$ cat config.mk
export PLATFORM = sky130hd
export DESIGN_NAME = hazard_controller
export DESIGN_NICKNAME = d
export VERILOG_FILES = /design/src/rtl/hazard_controller.sv
export SDC_FILE = /design/constraint.sdc
export NUM_CORES = 1
export LEC_CHECK = 0
export CORE_MARGIN = 2
export CORE_UTILIZATION = 38
export DETAILED_ROUTE_END_ITERATION = 6
export PLACE_DENSITY = 0.76
export SLEW_MARGIN = 20
export SYNTH_ARGS = -nofsm -noshare
export SYNTH_HDL_FRONTEND = slang
export SYNTH_SLANG_ARGS = --single-unit
$ cat constraint.sdc
create_clock -name clk -period 2.7 [get_ports clk]
set_input_delay 0.81 -clock clk [delete_from_list [all_inputs] [get_ports clk]]
set_output_delay 0.81 -clock clk [all_outputs]
set_load 0.03 [all_outputs]
$ cat src/rtl/hazard_controller.sv
// rtl/hazard_controller.sv - pipeline stall/flush sequencer: load-use bubble, branch flush, MDU freeze with watchdog
// Optional HAZARD_PERF_CNT_EN adds saturating stall_cycles / flush_events counters.
module hazard_controller #(
   parameter int MDU_TIMEOUT = 64
) (
   input  logic       clk,
   input  logic       rst,
   input  logic [4:0] rs1_id,
   input  logic [4:0] rs2_id,
   input  logic [4:0] rd_ex,
   input  logic       MemRead_ex,
   input  logic       branch_taken_ex,
   input  logic       mdu_start_ex,
   input  logic       mdu_done,
   output logic       stall_if,
   output logic       stall_id,
   output logic       stall_ex,
   output logic       flush_id,
   output logic       flush_ex,
   output logic       mdu_busy,
   output logic       mdu_timeout
`ifdef HAZARD_PERF_CNT_EN
   ,
   output logic [31:0] stall_cycles,
   output logic [31:0] flush_events
`endif
);

   localparam int WDOG_W = (MDU_TIMEOUT > 2) ? $clog2(MDU_TIMEOUT) : 1;
   localparam logic [WDOG_W-1:0] WDOG_LAST = WDOG_W'(MDU_TIMEOUT - 1);

   typedef enum logic [0:0] {
      RUN      = 1'b0,
      MDU_WAIT = 1'b1
   } state_t;

   state_t              state_q, state_d;
   logic [WDOG_W-1:0]   wdog_q, wdog_d;
   logic                mdu_timeout_q, mdu_timeout_d;

   logic load_use;
   logic stall_if_c, stall_id_c, stall_ex_c, flush_id_c, flush_ex_c;

   assign load_use = MemRead_ex && (rd_ex != 5'd0) &&
                     ((rd_ex == rs1_id) || (rd_ex == rs2_id));

   always_ff @(posedge clk or posedge rst) begin
      if (rst) begin
         state_q       <= RUN;
         wdog_q        <= '0;
         mdu_timeout_q <= 1'b0;
      end else begin
         state_q       <= state_d;
         wdog_q        <= wdog_d;
         mdu_timeout_q <= mdu_timeout_d;
      end
   end

   always_comb begin
      state_d       = state_q;
      wdog_d        = wdog_q;
      mdu_timeout_d = mdu_timeout_q;
      stall_if_c    = 1'b0;
      stall_id_c    = 1'b0;
      stall_ex_c    = 1'b0;
      flush_id_c    = 1'b0;
      flush_ex_c    = 1'b0;
      case (state_q)
         RUN: begin
            if (branch_taken_ex) begin
               flush_id_c = 1'b1;
               flush_ex_c = 1'b1;
            end else if (mdu_start_ex) begin
               // A done pulse coinciding with start belongs to no op of ours; always wait at least one cycle.
               stall_if_c = 1'b1;
               stall_id_c = 1'b1;
               stall_ex_c = 1'b1;
               state_d    = MDU_WAIT;
               wdog_d     = '0;
            end else if (load_use) begin
               stall_if_c = 1'b1;
               stall_id_c = 1'b1;
               flush_ex_c = 1'b1;
            end
         end
         MDU_WAIT: begin
            if (mdu_done) begin
               state_d = RUN;
               wdog_d  = '0;
            end else if (wdog_q == WDOG_LAST) begin
               state_d       = RUN;
               wdog_d        = '0;
               mdu_timeout_d = 1'b1;
            end else begin
               stall_if_c = 1'b1;
               stall_id_c = 1'b1;
               stall_ex_c = 1'b1;
               wdog_d     = wdog_q + WDOG_W'(1);
            end
         end
         default: state_d = RUN;
      endcase
   end

   // Gate with rst so the pipeline sees no stall/flush while reset is held, whatever the inputs do.
   assign stall_if    = stall_if_c & ~rst;
   assign stall_id    = stall_id_c & ~rst;
   assign stall_ex    = stall_ex_c & ~rst;
   assign flush_id    = flush_id_c & ~rst;
   assign flush_ex    = flush_ex_c & ~rst;
   assign mdu_busy    = (state_q == MDU_WAIT) & ~rst;
   assign mdu_timeout = mdu_timeout_q;

`ifdef HAZARD_PERF_CNT_EN
   logic [31:0] stall_cycles_q, stall_cycles_d;
   logic [31:0] flush_events_q, flush_events_d;

   always_comb begin
      stall_cycles_d = stall_cycles_q;
      flush_events_d = flush_events_q;
      if (stall_if && (stall_cycles_q != 32'hFFFF_FFFF))
         stall_cycles_d = stall_cycles_q + 32'd1;
      if (flush_id && (flush_events_q != 32'hFFFF_FFFF))
         flush_events_d = flush_events_q + 32'd1;
   end

   always_ff @(posedge clk or posedge rst) begin
      if (rst) begin
         stall_cycles_q <= '0;
         flush_events_q <= '0;
      end else begin
         stall_cycles_q <= stall_cycles_d;
         flush_events_q <= flush_events_d;
      end
   end

   assign stall_cycles = stall_cycles_q;
   assign flush_events = flush_events_q;
`endif

endmodule
# Word level (Yosys, flattened, before mapping)
# Index checks and enable logic that the tools add are counted.
# Widths: inputs -> output; s select.
dict set report totals {
  output_inout_bits 7
  in_bits 21
  regBits 8
  word_cells 42
}
dict set report op_classes {
  n_eq_ne 5
  addsub 1
  n_reduce_logical 6
  n_bitwise 8
  n_mux 19
}
# cell n
set op_table {}
lappend op_table {{$mux 6} 4}
lappend op_table {{$mux 1} 12}
lappend op_table {{$pmux 6 s2} 1}
lappend op_table {{$eq 5x5->1} 2}
lappend op_table {{$add 6x1->6 const B} 1}
lappend op_table {{$eq 6x6->1 const B} 1}
lappend op_table {{$and 1x1->1} 5}
lappend op_table {{$reduce_bool 5->1} 1}
lappend op_table {{$ne 2x2->1 const B} 2}
lappend op_table {{$pmux 1 s2} 2}
lappend op_table {{$not 1->1} 3}
lappend op_table {{$reduce_and 3->1} 1}
lappend op_table {{$logic_and 1x1->1} 2}
lappend op_table {{$reduce_and 2->1} 1}
lappend op_table {{$logic_or 1x1->1} 1}

# Longest topological paths before layout
dict set report logic_depth {
  ltp_word 8
  mapped_depth 6
}

# Worst setup path after synthesis
# No wires, ideal clock.
dict set report synth_path {
  kind {input port to output port}
  startpoint {input port rd_ex[1]}
  endpoint {output port stall_if}
  setup_slack_ns -0.542
  arrival_time_ns 2.432
  n_path_buf 1
  cell_stages 5
  t_required_ns 1.890
  cell_sequence {xor2_1 nor3_1 a22oi_1 o32ai_1 buf_4}
}
dict set report synth_via {
  elab_chain_cells 8
  elab_cells_between_ends 11
  cone_classes {eq/ne (2); mux (4); bitwise (1); reduce/logical (4)}
}
# element line_no
set synth_lines {}
lappend synth_lines {{from (decl)} 10} ;# input logic [4:0] rd_ex,
lappend synth_lines {{$eq 5x5->1 or $reduce_bool 5->1 (tied branches)} {45, 44}}
lappend synth_lines {{$logic_or 1x1->1 or $logic_and 1x1->1 (tied branches)} {45, 44}}
lappend synth_lines {{$logic_and 1x1->1 *} 44} ;# assign load_use = MemRead_ex && (rd_ex != 5'd0) &&
lappend synth_lines {{$mux 1 * (3 in series)} --}
lappend synth_lines {{$pmux 1 s2 *} --}
lappend synth_lines {{$and 1x1->1 *} --}
lappend synth_lines {{to (decl)} 15} ;# output logic stall_if,
# Every way passes the cells marked *; elsewhere a longest branch is shown, timed or not.

# Final worst setup path
dict set report layout_path {
  startpoint {input port rd_ex[2]}
  endpoint {output port stall_if}
}
dict set report layout_via {
  elab_chain_cells 8
  elab_cells_between_ends 11
  cone_classes {eq/ne (2); mux (4); bitwise (1); reduce/logical (4)}
}
# element line_no
set layout_lines {}
lappend layout_lines {{$eq 5x5->1 or $reduce_bool 5->1 (tied branches)} {45, 44}}
lappend layout_lines {{$logic_or 1x1->1 or $logic_and 1x1->1 (tied branches)} {45, 44}}
lappend layout_lines {{$logic_and 1x1->1 *} 44}
lappend layout_lines {{$mux 1 *} 80} ;# end else if (load_use) begin
lappend layout_lines {{$mux 1 *} 73} ;# end else if (mdu_start_ex) begin
lappend layout_lines {{$mux 1 *} 70} ;# if (branch_taken_ex) begin
lappend layout_lines {{$pmux 1 s2 *} 68} ;# case (state_q)
lappend layout_lines {{$and 1x1->1 *} 106} ;# assign stall_if = stall_if_c & ~rst;
# Marks and branches as above.

==> results.cfg <==
[route]
drtPass1Iterations = 4
viasPerCell = 5.126
drcViolationCount = 0
wl_mm = 1.563
route.detailed.wl_per_inst_um = 13.13
drt-initial-drc-count = 13
vias = 610
ant_nets = 0

[timing]
fin_skew_ps = 6.691
slew_headroom = 0.6839
max_clock_freq_mhz = 364.1
tightest_slew_ps = 474.2
period_needed_ps = 2746
rsz0062_at_grt = yes
fin_crit_sh = 1.017
fin_hold_ws_ps = 462.6
setup_viol = 3
slew_viol_final = 0
finalWorstSetupSlack_ps = -46.23
hold_viol_final = 0

[global_routing]
grt.busiest_layer = met2
overflow = 0
grt_use_total = 0.2000
grt_use_met3 = 0.08936
grt_pass1_wl_mm = 2.649
use_met2 = 0.3545
grt_pass1_vias = 628
grt_util_met1 = 0.2053
antenna_found_initial = 0
grt_max_degree = 9

[worst_hold_path]
min_path_type = register to register
worstHoldStart = mdu_timeout
min_to = mdu_timeout
hold_path_depth = 1

[critical_path]
r2r-start = wdog_q[0]
cpPeakStageDelay_ps = 540
worst_r2r_path_depth = 6
cpMaxStageDelayCell = or4_4
critical_path.most_common_cell = buf_6
crit_required_ps = 1890
crit_path_end_kind = output pin
r2r-end = wdog_q[5]
worst_setup_path_start_kind = input port
worstSetupPathType = input port to output pin
cp_top_family = simple AND/OR/NAND/NOR gates
arrival_ps = 1940
r2r_setup_slack_ps = 1150
crit_chain = buf_6, or4_4, o211ai_4, o32ai_4, buf_6
crit_path_max_fanout = 2
path_buf_inv = 2

[pwr]
peakVddDrop_v = 0.0002473
p_per_area_nw_per_um2 = 356.5
p_leak_nw = 0.5036
total_power_w = 0.0003573

[cells_and_area]
layout_common_cells = buf_4, xor2_1, dfrtp_1
fillCellCount = 97
nets = 128
n_antenna_cell = 0
stdcell_area_um2 = 1002
multi_input_area_um2 = 424.2
seq_area_um2 = 200.2
drive_gt1_frac = 0.3750
syn_to_final_growth_pct = 76.43
utilization = 0.7424
layout_commonest_cell = buf_4

[logic_synthesis]
yosys_warnings = 0
synth-main-ff-cell = dfrtp_1
ys_seq_area_frac = 0.3524
syn_inst = 66
synth_edf_count = 0
syn_area_per_cell_um2 = 8.607
async_flop_share = 1.000
syn_nets = 88
ys_types = 25
netlist_area_um2 = 568.0
ys_ff_latch = 8

[outcome]
status = finished, violations left
violations = negative setup slack

[clock_tree]
clk_pin_slew_worst_paths_ps = 50
cts_sinks = 8
worstSkewPairLatency_ps = 250
clk_path_buf_depth = 2
cts_root_buf = clkbuf_4
cts_tree = built
htreeDepth = 1
cts_buffers = 3

[job]
drv_cap = 0

[die]
die_y_um = 42.67
die_w_um = 42.67
rows = 13
coreArea_um2 = 1350
dieArea_um2 = 1820
ios = 28
start_util = 0.4208

[placement]
port_buffers = 27
dp_hpwl_mm = 1.304
placed_area_um2 = 910.9
routabilityCongestion = 0.8091
-- final cells by class --
class                   count  area share
clock buffers               3     0.02247
well taps                  15     0.01873
flip-flops and latches      8      0.1998
multi-input cells          52      0.4232
repair buffers             36      0.3171
inverters                   5     0.01873
-- per-stage QoR --
stage	setup TNS [ps]	cells	setup WS, ps
3_3_place_gp	-1478	114	-456.0
6_report	-113.5	119	-46.23
2_1_floorplan	-67.92	66	-67.92
3_5_place_dp	-1644	114	-507.7
5_1_grt	-224.6	119	-79.66
4_1_cts	-270.2	118	-90.60
-- state kept, by name (all words and copies together), names as in the netlist --
register / cells
wdog_q: 6
mdu_timeout: 1
state_q: 1
-- routing by layer --
| layer | part of all wire | vias to the layer above |
|---|---|---|
| met1 | 0.36 | 284 |
| met5 | 0 | - |
| met4 | 0.015 | 0 |
| li1 | - | 306 |
| met2 | 0.57 | 18 |
| met3 | 0.055 | 2 |
-- cells in the mapped netlist, types with 2 or more instances --
cell type | instances | area [um^2]
nand2_1 | 6 | 22.52
xor2_1 | 11 | 96.34
nor3_1 | 2 | 10.01
dfrtp_1 | 8 | 200.2
nor2b_1 | 2 | 12.51
a21oi_1 | 2 | 10.01
o21ai_0 | 7 | 35.03
nor2_1 | 6 | 22.52
inv_1 | 5 | 18.77
nand3_1 | 2 | 10.01
-- report_power, final --
group | internal [W] | switching (W)
Clock | 0.0000507 | 0.0000390
Sequential | 0.000127 | 0.0000104
Combinational | 0.0000672 | 0.0000633
-- cell families (layout without fill, tap and decap cells) --
group / count (synthesis) / in the layout / synth area share
simple gates: 22 / 22 / 0.1894
fa+ha+maj: 1 / 1 / 0.02202
xor+xnor: 11 / 11 / 0.1696
buf+inv: 6 / 44 / 0.04626
flops: 8 / 8 / 0.3524
compound gates: 18 / 18 / 0.2203
-- timing repair --
| action | 4_1_cts | 5_1_grt |
|---|---|---|
| gates resized for setup | 50 | 14 |
| gates cloned | 0 | 0 |
| pin swaps | 14 | 15 |
| buffers inserted | 1 | 1 |
| setup endpoints to repair | 4 | 4 |
| endpoints found under the hold margin | 0 | 0 |
| hold buffers | 0 | 0 |
-- worst max path at each step --
stage               depth (start not counted)      from  endpoint
floorplan                                   5  rd_ex[1]  stall_if
CTS                                         5  rd_ex[1]  stall_if
detailed placement                          5  rd_ex[1]  stall_if
finish                                      5  rd_ex[2]  stall_if
global placement                            5  rd_ex[1]  stall_id
global route                                5  rd_ex[2]  stall_id
(Power assumes the default switching activity.)
